$ cat src/rtl/counter_bn.sv
// Up/down/step/load counter with registered wrap flag and load strobe.
// Define COUNTER_BN_SAT_EN to saturate at the limits instead of wrapping.
module counter_bn #(
   parameter int unsigned WIDTH = 8,
   parameter int unsigned STEP  = 3
) (
   input  logic             bn_clk,
   input  logic             bn_reset,
   input  logic             bn_enable,
   input  logic [1:0]       bn_mode,
   input  logic [WIDTH-1:0] bn_D,
   output logic [WIDTH-1:0] bn_Q,
   output logic             bn_rco,
   output logic             bn_load
);

   localparam logic [WIDTH:0] StepExt = (WIDTH+1)'(STEP);
   localparam logic [WIDTH:0] OneExt  = (WIDTH+1)'(1);

   logic [WIDTH-1:0] q_q, q_d;
   logic             rco_q, rco_d;
   logic             load_q, load_d;
   logic [WIDTH:0]   sum;

   // Extra MSB of sum is the carry (up) or borrow (down) that marks a wrap.
   always_comb begin
      sum = {1'b0, q_q};
      unique case (bn_mode)
         2'b00: sum = {1'b0, q_q} + OneExt;
         2'b01: sum = {1'b0, q_q} - OneExt;
         2'b10: sum = {1'b0, q_q} + StepExt;
         2'b11: sum = {1'b0, bn_D};
      endcase
   end

   always_comb begin
      q_d    = q_q;
      rco_d  = 1'b0;
      load_d = 1'b0;
      if (bn_enable) begin
         if (bn_mode == 2'b11) begin
            q_d    = bn_D;
            load_d = 1'b1;
         end else if (sum[WIDTH]) begin
            rco_d = 1'b1;
`ifdef COUNTER_BN_SAT_EN
            q_d = (bn_mode == 2'b01) ? '0 : '1;
`else
            q_d = sum[WIDTH-1:0];
`endif
         end else begin
            q_d = sum[WIDTH-1:0];
         end
      end
   end

   always_ff @(posedge bn_clk or negedge bn_reset) begin
      if (!bn_reset) begin
         q_q    <= '0;
         rco_q  <= 1'b0;
         load_q <= 1'b0;
      end else begin
         q_q    <= q_d;
         rco_q  <= rco_d;
         load_q <= load_d;
      end
   end

   assign bn_Q    = q_q;
   assign bn_rco  = rco_q;
   assign bn_load = load_q;

endmodule

$ cat config.mk
export PLATFORM = sky130hd
export DESIGN_NAME = counter_bn
export DESIGN_NICKNAME = d
export VERILOG_FILES = /design/src/rtl/counter_bn.sv
export SDC_FILE = /design/constraint.sdc
export NUM_CORES = 1
export LEC_CHECK = 0
export BUFFER_PORTS_ARGS = -buffer_cell sky130_fd_sc_hd__buf_2
export CORE_ASPECT_RATIO = 0.8
export CORE_MARGIN = 4
export CORE_UTILIZATION = 47
export DETAILED_ROUTE_END_ITERATION = 6
export PLACE_DENSITY = 0.74
export REMOVE_ABC_BUFFERS = 1
export SYNTH_ARGS = -nofsm -noshare
export SYNTH_HDL_FRONTEND = slang
export SYNTH_SLANG_ARGS = --single-unit
$ cat constraint.sdc
create_clock -name bn_clk -period 1.7 [get_ports bn_clk]
set_input_delay 0.34 -clock bn_clk [delete_from_list [all_inputs] [get_ports bn_clk]]
set_output_delay 0.34 -clock bn_clk [all_outputs]
set_load 0.03 [all_outputs]
======== Word-level counts from Yosys, hierarchy flattened ========
Cells that the tools add are included.
word-level totals
  bits in registers ....................... 10
  output and inout port bits .............. 10
  logic and storage cells ................. 17
operators by class
  add/sub/neg operators ................... 3
  eq/ne operators ......................... 3
  muxes and demuxes ....................... 7
  reductions and logical operators ........ 1
operators by type and width
  cell                                               number
  one-hot mux 9 bit (4 select lines)                 1
  adder 8 x 1 -> 9 bit (second input constant)       1
  adder 8 x 2 -> 9 bit (second input constant)       1
  subtractor 8 x 1 -> 9 bit (second input constant)  1
  two-way mux 8 bit                                  1
  two-way mux 1 bit                                  5
  == test 2 bit (second input constant)              2
  == test 2 x 1 -> 1 bit (second input constant)     1
  logical NOT 2 bit                                  1

======== Logic depth before layout (Yosys ltp) ========
Gate-level depths: netlist of run 1.
  word-level depth ........................ 5
  gate-level depth with buffers ........... 9

======== Least setup slack after synthesis of run 1 ========
No wires, ideal clock.
  path kind ............................... in2reg
  start ................................... input bn_mode[1]
  end ..................................... register rco_q (netlist: bn_rco)
  data arrival time ....................... 1.901 ns
  data required time ...................... 1.589 ns
  path slack .............................. -0.312 ns
  cell stages on the path ................. 9
  cell sequence ........................... inv_1 ha_1 inv_1 fa_1 nand4bb_1 nand4_2 o21ai_1 nand3_1 a2111oi_2
on the way
  word-level cells in the longest chain between the ends .. 5
  elaborated cells on any way between the ends .. 8
  classes of those cells .................. 3 x eq/ne; 4 x mux; 1 x reduce/logical
RTL lines
  what                                         RTL line  RTL
  from (decl)                                  10        input logic [1:0] bn_mode,
  == test 2 bit, or another cell as far along  28, 41
  one-hot mux 9 bit (4 select lines)           28        unique case (bn_mode)
  two-way mux 1 bit                            44        end else if (sum[WIDTH]) begin
  two-way mux 1 bit (*)                        41        if (bn_mode == 2'b11) begin
  two-way mux 1 bit (*)                        40        if (bn_enable) begin
  via rco_d                                    21        logic rco_q, rco_d;
  to (signal assigned)                         64        rco_q <= rco_d;
  to (decl)                                    21
Mark *: on every way through the listed nets, which the timed path passes. The rest lies on a longest branch.
A chain may end at the register's enable or synchronous reset.

======== Final worst setup path of run 1 ========
  start ................................... register q_q[1] (netlist: bn_Q[1])
  end ..................................... register rco_q (netlist: bn_rco)
on the way
  word-level cells in the longest chain between the ends .. 5
  elaborated cells on any way between the ends .. 7
  classes of those cells .................. 3 x add/sub; 4 x mux
RTL lines
  what                                                RTL line  RTL
  from (decl)                                         20        logic [WIDTH-1:0] q_q, q_d;
  from (signal assigned)                              63        q_q <= q_d;
  adder 8 x 2 -> 9 bit, or another cell as far along  31        2'b10: sum = {1'b0, q_q} + StepExt;
  one-hot mux 9 bit (4 select lines) (*)              28
  two-way mux 1 bit (*)                               44
  two-way mux 1 bit (*)                               41
  two-way mux 1 bit (*)                               40
  via rco_d                                           21
Marks and branches as above.

==> parameters.txt, run 1 <==
Parameter                              Value

Cells and area
  Filler cell count in the final layout ... 153
  Total area of sequential cells ... 252.7 um^2
  Area growth from synthesis to final layout ... 45.62%
  Leading cell types in the layout, fill and taps excluded ... buf_4, buf_2, nor2_1, dfrtp_1
  Total inserted antenna cells ... 0
  Post-layout net count ... about 170
  Area taken by multi-input logic gates ... 733.2 um^2
  Most common cell after layout, fill and taps aside ... buf_4
  Share of post-route cells with drive strength above 1 ... 48.70%

STA
  Setup TNS ... -335.8 ps
  RSZ-0062 raised after global routing ... true
  Setup clock skew after layout ... approximately 3.2 ps
  Worst-margin pin slew ... 347.9 ps
  Least setup slack across all paths after layout ... -95.70 ps
  Time the worst path needs with I/O delays and setup ... ~1800 ps
  Final worst-path cycle share ... 105.6%
  Final count of negative-setup-slack endpoints ... 6
  Achievable Freq ... 0.5569 GHz
  Slew margin rel. ... approximately three quarters
  Number of pins with negative max-slew slack in the final report ... 0
  Hold violation count in the final report ... 0

Min path
  HP Class ... in2reg
  Min-delay src ... bn_D[5]

Worst setup path
  CP startpoint ... bn_Q[1]$_DFFE_PN0P_
  Arrival @ worst endpoint ... 1970 ps
  Endpoint type of the worst setup path ... flip-flop
  Worst Path Max Fanout ... 3
  Flop-to-flop setup slack ... -100 ps
  CP required ... 1870 ps
  Start-to-end type of the worst setup path ... reg2reg
  Startpoint of the lowest-slack register-to-register path ... bn_Q[1]$_DFFE_PN0P_
  Nature of the critical path startpoint ... flip-flop

Synthesis
  Number of library cell types mapped by synthesis ... 48
  Mux contribution to synthesized area ... about 3.1%
  Fraction of registers with async set/reset ... 100.0%
  Part of the Yosys area used for sequential elements ... 25.77%
  Area share of and/or/nand/nor cells after synthesis ... 23.07%
  Main synth FF type ... dfrtp_1
  Combined area of all synthesized cells ... 970.9 um^2
  Number of synthesized flops with an enable pin ... 0
  Syn_area_per_cell ... 8.747 um^2
  Compound-cell area share of the yosys netlist ... 27.96%
  Dominant combinational cell family by area after synthesis ... compound AO/OA/AOI/OAI gates
  Synthesis-stage register bit count ... 10
  Post-Synth XOR/XNOR Area ... 3.608%
  Synth Instances ... 111
  Count of yosys warnings during synthesis ... 0
  Post-synthesis adder-cell area fraction ... about 7.2%

Drt
  Detailed-routing iteration count for the pre-antenna-repair pass ... 4
  Via Count ... between 1000 and 1500
  Residual antenna-violating net count after detailed routing ... 0
  Detailed-route wire length ... ~2.9 mm
  Initial drt markers ... 47
  Via-to-Cell Ratio ... just over 6
  Drc violations ... 0
  Wire per inst ... 16.18 um

Pwr
  Max rail drop VDD ... 969.9 uV
  Switching power total ... 0.9302 mW
  Combinational share of power ... roughly 64%
  Power per cell area ... ~1400 nW/um^2
  Net Sw Frac ... a little under half
  Sequential cell fraction of total power ... about 24%
  Clock share of power ... 11.5%
  Leakage dissipation ... 0.6252 nW
  Final Total Pwr ... 1.944 mW
  Cell-internal power ... 1.013 mW

GRT
  Wire length of the first global-routing pass ... 4.885 mm
  Total global routing track utilization ... 21.89%
  Grt ovf ... 0
  Maximum number of pins on one net before global-route repair ... 14
  Vias in the first global route ... 1075
  Number of antenna violations at the first check in global routing ... 0

Clock network
  Buffer type at the clock tree root ... clkbuf_4
  Buffers from clock root to sink, at most ... 2
  Maximum level of the CTS H-tree ... 1
  Sink Count ... 10
  Total CTS buffers ... 3
  TritonCTS clock tree ... built
  Later-pin clock latency in the skew report ... around 270 ps
  Post-CTS clock slew at the launch and capture registers of the worst setup and hold paths ... ~70 ps

Floorplan
  Vertical die dimension ... 48.65 um
  Die X ... 58.82 um
  Area of the die ... 2861 um^2
  I/O pin total ... 23
  Standard-cell row count ... 14
  Std-Cell Core Area ... 1927 um^2
  Effective utilization at floorplan ... 50.39%

Job
  Max Cap Violations ... 0

Place
  GPL Wtd Cong ... 0.9481
  Number of buffers inserted by port buffering ... 22
  HPWL after detailed placement ... roughly 2 mm
  Post-place setup slack ... -549.0 ps

Status
  Violated checks ... negative setup slack
  Result of the run ... finished, violations left
Yosys cell counts, drive strengths merged, types with 2 or more instances:
| cell | n | area (um^2) |
|---|---|---|
| xor2 | 2 | 17.52 |
| nand3b | 2 | 15.01 |
| ha | 4 | 50.05 |
| and3 | 3 | 18.77 |
| inv | 8 | 30.03 |
| nor3 | 2 | 10.01 |
| o22ai | 3 | 25.02 |
| a21oi | 6 | 30.03 |
| nor2 | 8 | 30.03 |
| o311ai | 2 | 17.52 |
| o21ai | 5 | 25.02 |
| nor2b | 2 | 12.51 |
| clkbuf | 3 | 15.02 |
| mux2i | 3 | 30.03 |
| xnor2 | 2 | 17.52 |
| nand2 | 6 | 22.52 |
| o211ai | 3 | 22.52 |
| nor4 | 2 | 27.53 |
| dfrtp | 10 | 250.2 |
| buf | 6 | 45.04 |
| a22oi | 5 | 47.54 |
| nand3 | 6 | 30.03 |
stage by stage:
step	hold WS, ps	std cells	util, %	cell area (um^2)
2_1_floorplan	44.41	102	-	910.9
3_3_place_gp	214.1	171	63.51	1224
3_5_place_dp	227.6	171	63.51	1224
4_1_cts	321.7	177	70.26	1354
5_1_grt	333.0	178	73.38	1414
6_report	324.5	178	73.38	1414
critical path, stage by stage (launching register included):
cell	delay (ps)
dfrtp_2	440
fa_2	400
nand4bb_1	120
nand4_2	140
o21ai_1	140
nand3_2	140
a2111oi_4	300
sequential cells by signal, summed over array words and instances, names as in the netlist:
signal and flops:
bn_Q 8, bn_rco 1, bn_load 1
power by group through the flow:
stage                     clock network, mW  logic [mW]  registers, mW
after floorplan                           0       0.460          0.653
after global placement                    0        1.05          0.456
after detailed placement                  0        1.08          0.458
after CTS                             0.229        1.16          0.464
after global routing                  0.242        1.35          0.492
final                                 0.224        1.25          0.469
worst paths after layout:
path                                             to  depth (start not counted)
worst min register to register  bn_Q[7]$_DFFE_PN0P_                          2
worst min-delay path            bn_Q[5]$_DFFE_PN0P_                          3
worst max-delay path               bn_rco$_DFF_PN0_                          6
min in group asynchronous       bn_Q[0]$_DFFE_PN0P_                          2
worst max register to register     bn_rco$_DFF_PN0_                          6
max in group asynchronous       bn_Q[4]$_DFFE_PN0P_                          2
timing repair:
item | in CTS | in global routing
setup endpoints to repair | 6 | 6
hold endpoints to repair | 10 | 0
gates resized for setup | 16 | 8
pin swaps | 9 | 4
setup buffers | 1 | 1
hold buffers | 1 | 0
per-layer routing:
layer	global-route usage [%]	part of all wire, %	vias to the layer above
met5	0	0	-
met2	37.13	51	55
met4	6.792	2.4	0
met1	27.76	38	528
met3	3.723	9.3	10
li1	-	-	501
layout make-up:
class                   count  area share, %
clock buffers               4          2.566
inverters                   8          2.655
multi-input cells          84          51.86
flip-flops and latches     10          17.88
well taps                  24          2.124
repair buffers             48          22.92
kinds of logic (layout without fill, tap and decap cells):
kind of cell               Yosys count  after routing
AOI/OAI and AO/OA                   35             35
xor gates and xnor gates             4              4
muxes                                3              3
adders and majority gates            5              5
buffers and inverters               17             60
and+or+nand+nor                     37             37
DFF                                 10             10
Note: power is estimated with default switching activity, not from simulation.
==> inputs of run 2 (changes only) <==
Settings changed: CORE_UTILIZATION 47 to 49, CTS_BUF_LIST from default to sky130_fd_sc_hd__clkbuf_4, PLACE_DENSITY 0.74 to 0.77, RECOVER_POWER from default to 25.
==> parameters.txt, run 2 (same netlist as run 1, synthesis figures left out) <==
Parameter                              Value

GRT
  Wire length of the first global-routing pass ... 4.719 mm
  Maximum number of pins on one net before global-route repair ... 14
  Total global routing track utilization ... about 23%
  Vias in the first global route ... 1046
  Grt ovf ... 0
  Number of antenna violations at the first check in global routing ... 0

Floorplan
  Effective utilization at floorplan ... a little over 50%
  I/O pin total ... 23
  Die X ... 57.77 um
  Area of the die ... 2762 um^2
  Standard-cell row count ... 14
  Std-Cell Core Area ... approximately 1900 um^2
  Vertical die dimension ... 47.82 um

Worst setup path
  Total buffers and inverters traversed by the critical path ... 3
  CP startpoint ... bn_mode[1]
  Biggest cell delay along the critical path ... ~370 ps
  Number of cell instances on the worst register-to-register path ... 6
  CP required ... 1910 ps
  Sequence of cells on the critical path ... buf_8, inv_6, ha_4, inv_4, fa_2, nand4b_1, nand4_4, xnor2_1, o22ai_1, a2bb2oi_1
  WP depth ... 10
  Critical Path Slowest Stage Cell ... fa_2
  Startpoint of the lowest-slack register-to-register path ... bn_Q[0]$_DFFE_PN0P_
  End point of the critical path ... bn_Q[4]$_DFFE_PN0P_
  Endpoint type of the worst setup path ... flip-flop
  Worst Path Max Fanout ... 3
  Crit-path leading delay family ... adder cells
  Arrival @ worst endpoint ... 2030 ps
  Crit Reg-Reg Endpoint ... bn_Q[4]$_DFFE_PN0P_
  Flop-to-flop setup slack ... -110 ps
  Start-to-end type of the worst setup path ... in2reg
  Nature of the critical path startpoint ... input pin

Cells and area
  Area growth from synthesis to final layout ... 50.52%
  Total inserted antenna cells ... 0
  Leading cell types in the layout, fill and taps excluded ... buf_4, buf_2, nor2_1, dfrtp_1
  Area taken by multi-input logic gates ... 759.5 um^2
  Filler cell count in the final layout ... about 130
  Post-layout net count ... approximately 180
  Final design instance area without fill ... 1461 um^2
  Flip-flop count of the largest register after layout ... 8
  Most common cell after layout, fill and taps aside ... buf_4
  Total area of sequential cells ... 254.0 um^2
  Share of post-route cells with drive strength above 1 ... 50.64%
  Utilization after layout ... 77.97%

Clock network
  Later-pin clock latency in the skew report ... between 200 and 300 ps
  Post-CTS clock slew at the launch and capture registers of the worst setup and hold paths ... 80 ps
  TritonCTS clock tree ... built
  Sink Count ... 10
  Maximum level of the CTS H-tree ... 1
  Buffer type at the clock tree root ... clkbuf_4
  Total CTS buffers ... 3
  Buffers from clock root to sink, at most ... 2

STA
  Final count of negative-setup-slack endpoints ... 6
  Number of pins with negative max-slew slack in the final report ... 0
  Slew margin rel. ... 60.32%
  Least setup slack across all paths after layout ... -120.0 ps
  Time the worst path needs with I/O delays and setup ... about 1800 ps
  Final worst-path cycle share ... 107.1%
  Achievable Freq ... approximately 0.55 GHz
  WHS ... 309.2 ps
  RSZ-0062 raised after global routing ... true
  Setup clock skew after layout ... 2.755 ps
  Worst-margin pin slew ... just under 600 ps
  Hold violation count in the final report ... 0
  Setup TNS ... -472.0 ps

Drt
  Detailed-route wire length ... 3.334 mm
  Via Count ... 1081
  Via-to-Cell Ratio ... 6.006
  Wire per inst ... 18.52 um
  Residual antenna-violating net count after detailed routing ... 0
  Initial drt markers ... between 40 and 50
  Detailed-routing iteration count for the pre-antenna-repair pass ... 4
  Drc violations ... 0

Pwr
  Max rail drop VDD ... 960.9 uV
  Cell-internal power ... approximately 1.0 mW
  Leakage dissipation ... 0.6343 nW
  Net Sw Frac ... about 49%
  Switching power total ... 1.001 mW
  Power per cell area ... 1401 nW/um^2
  Sequential cell fraction of total power ... 24.2%
  Clock share of power ... 9.3%
  Combinational share of power ... approximately 67%

Place
  GPL Wtd Cong ... 0.9508
  Number of buffers inserted by port buffering ... 22
  HPWL after detailed placement ... 2.085 mm
  Post-place setup slack ... -538.7 ps
  Dpl cell area ... 1209 um^2

Status
  Result of the run ... finished, violations left
  Violated checks ... negative setup slack

Min path
  HP Class ... in2reg

Job
  Max Cap Violations ... 0
[run 2: layout make-up]
class	count	area share, %
tap	24	2.055
inverter	8	2.568
timing repair buffer	50	24.23
clock inverter	1	0.2568
multi-input combinational	84	51.97
sequential	10	17.38
clock buffer	3	1.541
[run 2: how the worst min path moves through the flow]
stage	cells past startpoint	to	slack, ps	start
after floorplan	0	bn_Q[0]$_DFFE_PN0P_	40	bn_reset
after global placement	1	bn_Q[6]$_DFFE_PN0P_	210	bn_reset
after detailed placement	1	bn_Q[7]$_DFFE_PN0P_	220	bn_reset
after CTS	3	bn_Q[5]$_DFFE_PN0P_	290	bn_D[5]
after global routing	3	bn_Q[6]$_DFFE_PN0P_	310	bn_D[6]
final	3	bn_Q[6]$_DFFE_PN0P_	310	bn_D[6]
[run 2: per-stage QoR]
stage | instances | power [mW]
finish | 180 | 2.047
global route | 180 | 2.154
CTS | 177 | 1.820
detailed placement | 169 | 1.532
global placement | 169 | 1.491
floorplan | 102 | 1.113
[run 2: routing by layer]
metal  vias up  GRT usage [%]  routed length (um)
li1        505              -                   -
met1       531          26.10                1263
met2        38          42.34                1807
met3         7          6.739                 211
met4         0          8.333                  51
met5         -              0                   0
[run 2: worst reg2reg max path, stage by stage (launching register included)]
cell and delay, ps:
dfrtp_1 410, fa_2 410, nand4b_1 170, nand4_4 150, xnor2_1 280, o22ai_1 130, a2bb2oi_1 170
[run 2: power by group through the flow]
stage	clock network, mW	logic (mW)	registers [mW]
floorplan	0	0.460	0.653
global placement	0	1.02	0.472
detailed placement	0	1.05	0.481
CTS	0.188	1.14	0.488
global route	0.207	1.44	0.507
finish	0.190	1.36	0.495
[run 2: repair_timing]
action | 4_1_cts | 5_1_grt
setup endpoints to repair | 6 | 6
endpoints found under the hold margin | 10 | 0
pin swaps | 9 | 11
hold buffers | 1 | 0
gates resized for setup | 16 | 14
buffers inserted | 3 | 3
==> inputs of run 3 (changes only) <==
Settings changed: CELL_PAD_IN_SITES_DETAIL_PLACEMENT from default to 1, CELL_PAD_IN_SITES_GLOBAL_PLACEMENT from default to 2, CORE_UTILIZATION 49 to 29, PLACE_DENSITY 0.77 to default, PLACE_DENSITY_LB_ADDON from default to 0.1.
==> parameters.txt, run 3 (same netlist as run 1, synthesis figures left out) <==
Parameter                              Value

Drt
  Via-to-Cell Ratio ... 5.365
  Drc violations ... 0
  Via Count ... 1073
  Wire per inst ... 18.03 um
  Initial drt markers ... between 100 and 150
  Detailed-routing iteration count for the pre-antenna-repair pass ... 4
  Detailed-route wire length ... 3.606 mm
  Residual antenna-violating net count after detailed routing ... 0

Pwr
  Max rail drop VDD ... roughly 520 uV
  Leakage dissipation ... ~0.66 nW
  Power per cell area ... 1378 nW/um^2

Floorplan
  I/O pin total ... 23
  Effective utilization at floorplan ... 30.79%
  Vertical die dimension ... 59.76 um
  Std-Cell Core Area ... 3153 um^2
  Standard-cell row count ... 18
  Area of the die ... 4344 um^2
  Die X ... 72.69 um

STA
  Setup clock skew after layout ... 0.5217 ps
  Final count of negative-setup-slack endpoints ... 6
  RSZ-0062 raised after global routing ... true
  Achievable Freq ... ~0.54 GHz
  Number of pins with negative max-slew slack in the final report ... 0
  Hold violation count in the final report ... 0
  Time the worst path needs with I/O delays and setup ... 1835 ps
  Least setup slack across all paths after layout ... -134.9 ps
  Slew margin rel. ... between 50% and 60%
  Final worst-path cycle share ... 107.9%
  Worst-margin pin slew ... between 600 and 700 ps

Clock network
  Buffers from clock root to sink, at most ... 2
  Later-pin clock latency in the skew report ... 280 ps
  Total CTS buffers ... 3
  Maximum level of the CTS H-tree ... 1
  Sink Count ... 10
  Post-CTS clock slew at the launch and capture registers of the worst setup and hold paths ... 80 ps
  TritonCTS clock tree ... built
  Buffer type at the clock tree root ... clkbuf_4

Place
  Dpl cell area ... 1259 um^2
  Number of buffers inserted by port buffering ... 22
  HPWL after detailed placement ... 2.458 mm
  GPL Wtd Cong ... 0.8230

GRT
  Number of antenna violations at the first check in global routing ... 0
  Wire length of the first global-routing pass ... approximately 5.3 mm
  Grt ovf ... 0
  Vias in the first global route ... about 1100
  Maximum number of pins on one net before global-route repair ... 14
  Total global routing track utilization ... 15.99%

Worst setup path
  Worst Path Max Fanout ... 3
  Nature of the critical path startpoint ... input pin
  CP required ... 1880 ps
  Flop-to-flop setup slack ... -120 ps
  Arrival @ worst endpoint ... 2010 ps
  Start-to-end type of the worst setup path ... in2reg
  Endpoint type of the worst setup path ... flip-flop

Cells and area
  Leading cell types in the layout, fill and taps excluded ... buf_4, buf_2, dfrtp_1, nor2_1, nand2_1
  Final design instance area without fill ... about 1500 um^2
  Flip-flop count of the largest register after layout ... 8
  Total area of sequential cells ... around 250 um^2
  Share of post-route cells with drive strength above 1 ... a little over half
  Total inserted antenna cells ... 0
  Area taken by multi-input logic gates ... 797.0 um^2
  Utilization after layout ... 48.69%
  Filler cell count in the final layout ... between 300 and 400
  Post-layout net count ... 179
  Area growth from synthesis to final layout ... 58.12%
  Most common cell after layout, fill and taps aside ... buf_4

Job
  Max Cap Violations ... 0

Min path
  HP Class ... in2reg

Status
  Violated checks ... negative setup slack
  Result of the run ... finished, violations left
[run 3: metrics by stage]
stage               setup WS, ps  hold WS (ps)  total power [mW]  TNS, ps  std cells
floorplan                 -327.5         44.41             1.113    -1498        102
global placement          -567.0         231.5             1.575    -2673        189
detailed placement        -605.4         231.1             1.591    -3038        189
CTS                       -121.0         298.5             1.868   -414.6        196
global route              -215.3         294.7             2.265   -990.6        200
finish                    -134.9         313.3             2.115   -559.9        200
[run 3: final timing paths]
kind                       depth (start not counted)                   to                 from
hold reg to reg                                    2  bn_Q[2]$_DFFE_PN0P_  bn_Q[2]$_DFFE_PN0P_
setup / recovery                                  11  bn_Q[5]$_DFFE_PN0P_           bn_mode[1]
hold / removal                                     3  bn_Q[6]$_DFFE_PN0P_              bn_D[6]
setup reg to reg                                   7  bn_Q[5]$_DFFE_PN0P_  bn_Q[1]$_DFFE_PN0P_
max in group asynchronous                          2  bn_Q[4]$_DFFE_PN0P_             bn_reset
min in group asynchronous                          2  bn_Q[2]$_DFFE_PN0P_             bn_reset
[run 3: final cells by class]
cell class                      count  share of cell area [%]
Multi-Input combinational cell     84                   51.92
Timing Repair Buffer               54                   24.45
Sequential cell                    10                   16.38
Tap cell                           40                   3.260
Inverter                            8                   2.282
Clock buffer                        3                   1.467
Clock inverter                      1                  0.2445
[run 3: power by group]
group          internal, mW  leakage [nW]  switching [mW]
registers             0.318         0.119           0.150
clock network        0.0853        0.0154           0.108
logic                 0.664         0.525           0.789
total                  1.07         0.660            1.05
[run 3: per-layer routing]
layer / GRT usage [%] / vias up / share of wire (%)
met5: 0 / - / 0
met4: 3.158 / 0 / 0.69
met3: 2.857 / 4 / 2.4
met2: 26.99 / 16 / 50
met1: 21.48 / 541 / 47
li1: - / 512 / -
[run 3: worst max-delay path, cell delays in order]
cell and delay (ps):
buf_8 80, inv_4 30, ha_4 260, inv_4 40
ha_4 220, a21o_1 190, a22o_1 200, a311oi_2 280
buf_4 190, nand3_2 80, o311ai_2 100
[run 3: repair_timing]
item	CTS	global route
setup endpoints to repair	6	6
hold buffers	1	0
setup buffers	2	4
hold endpoints to repair	10	0
gates resized for setup	11	21
pin swaps	8	10
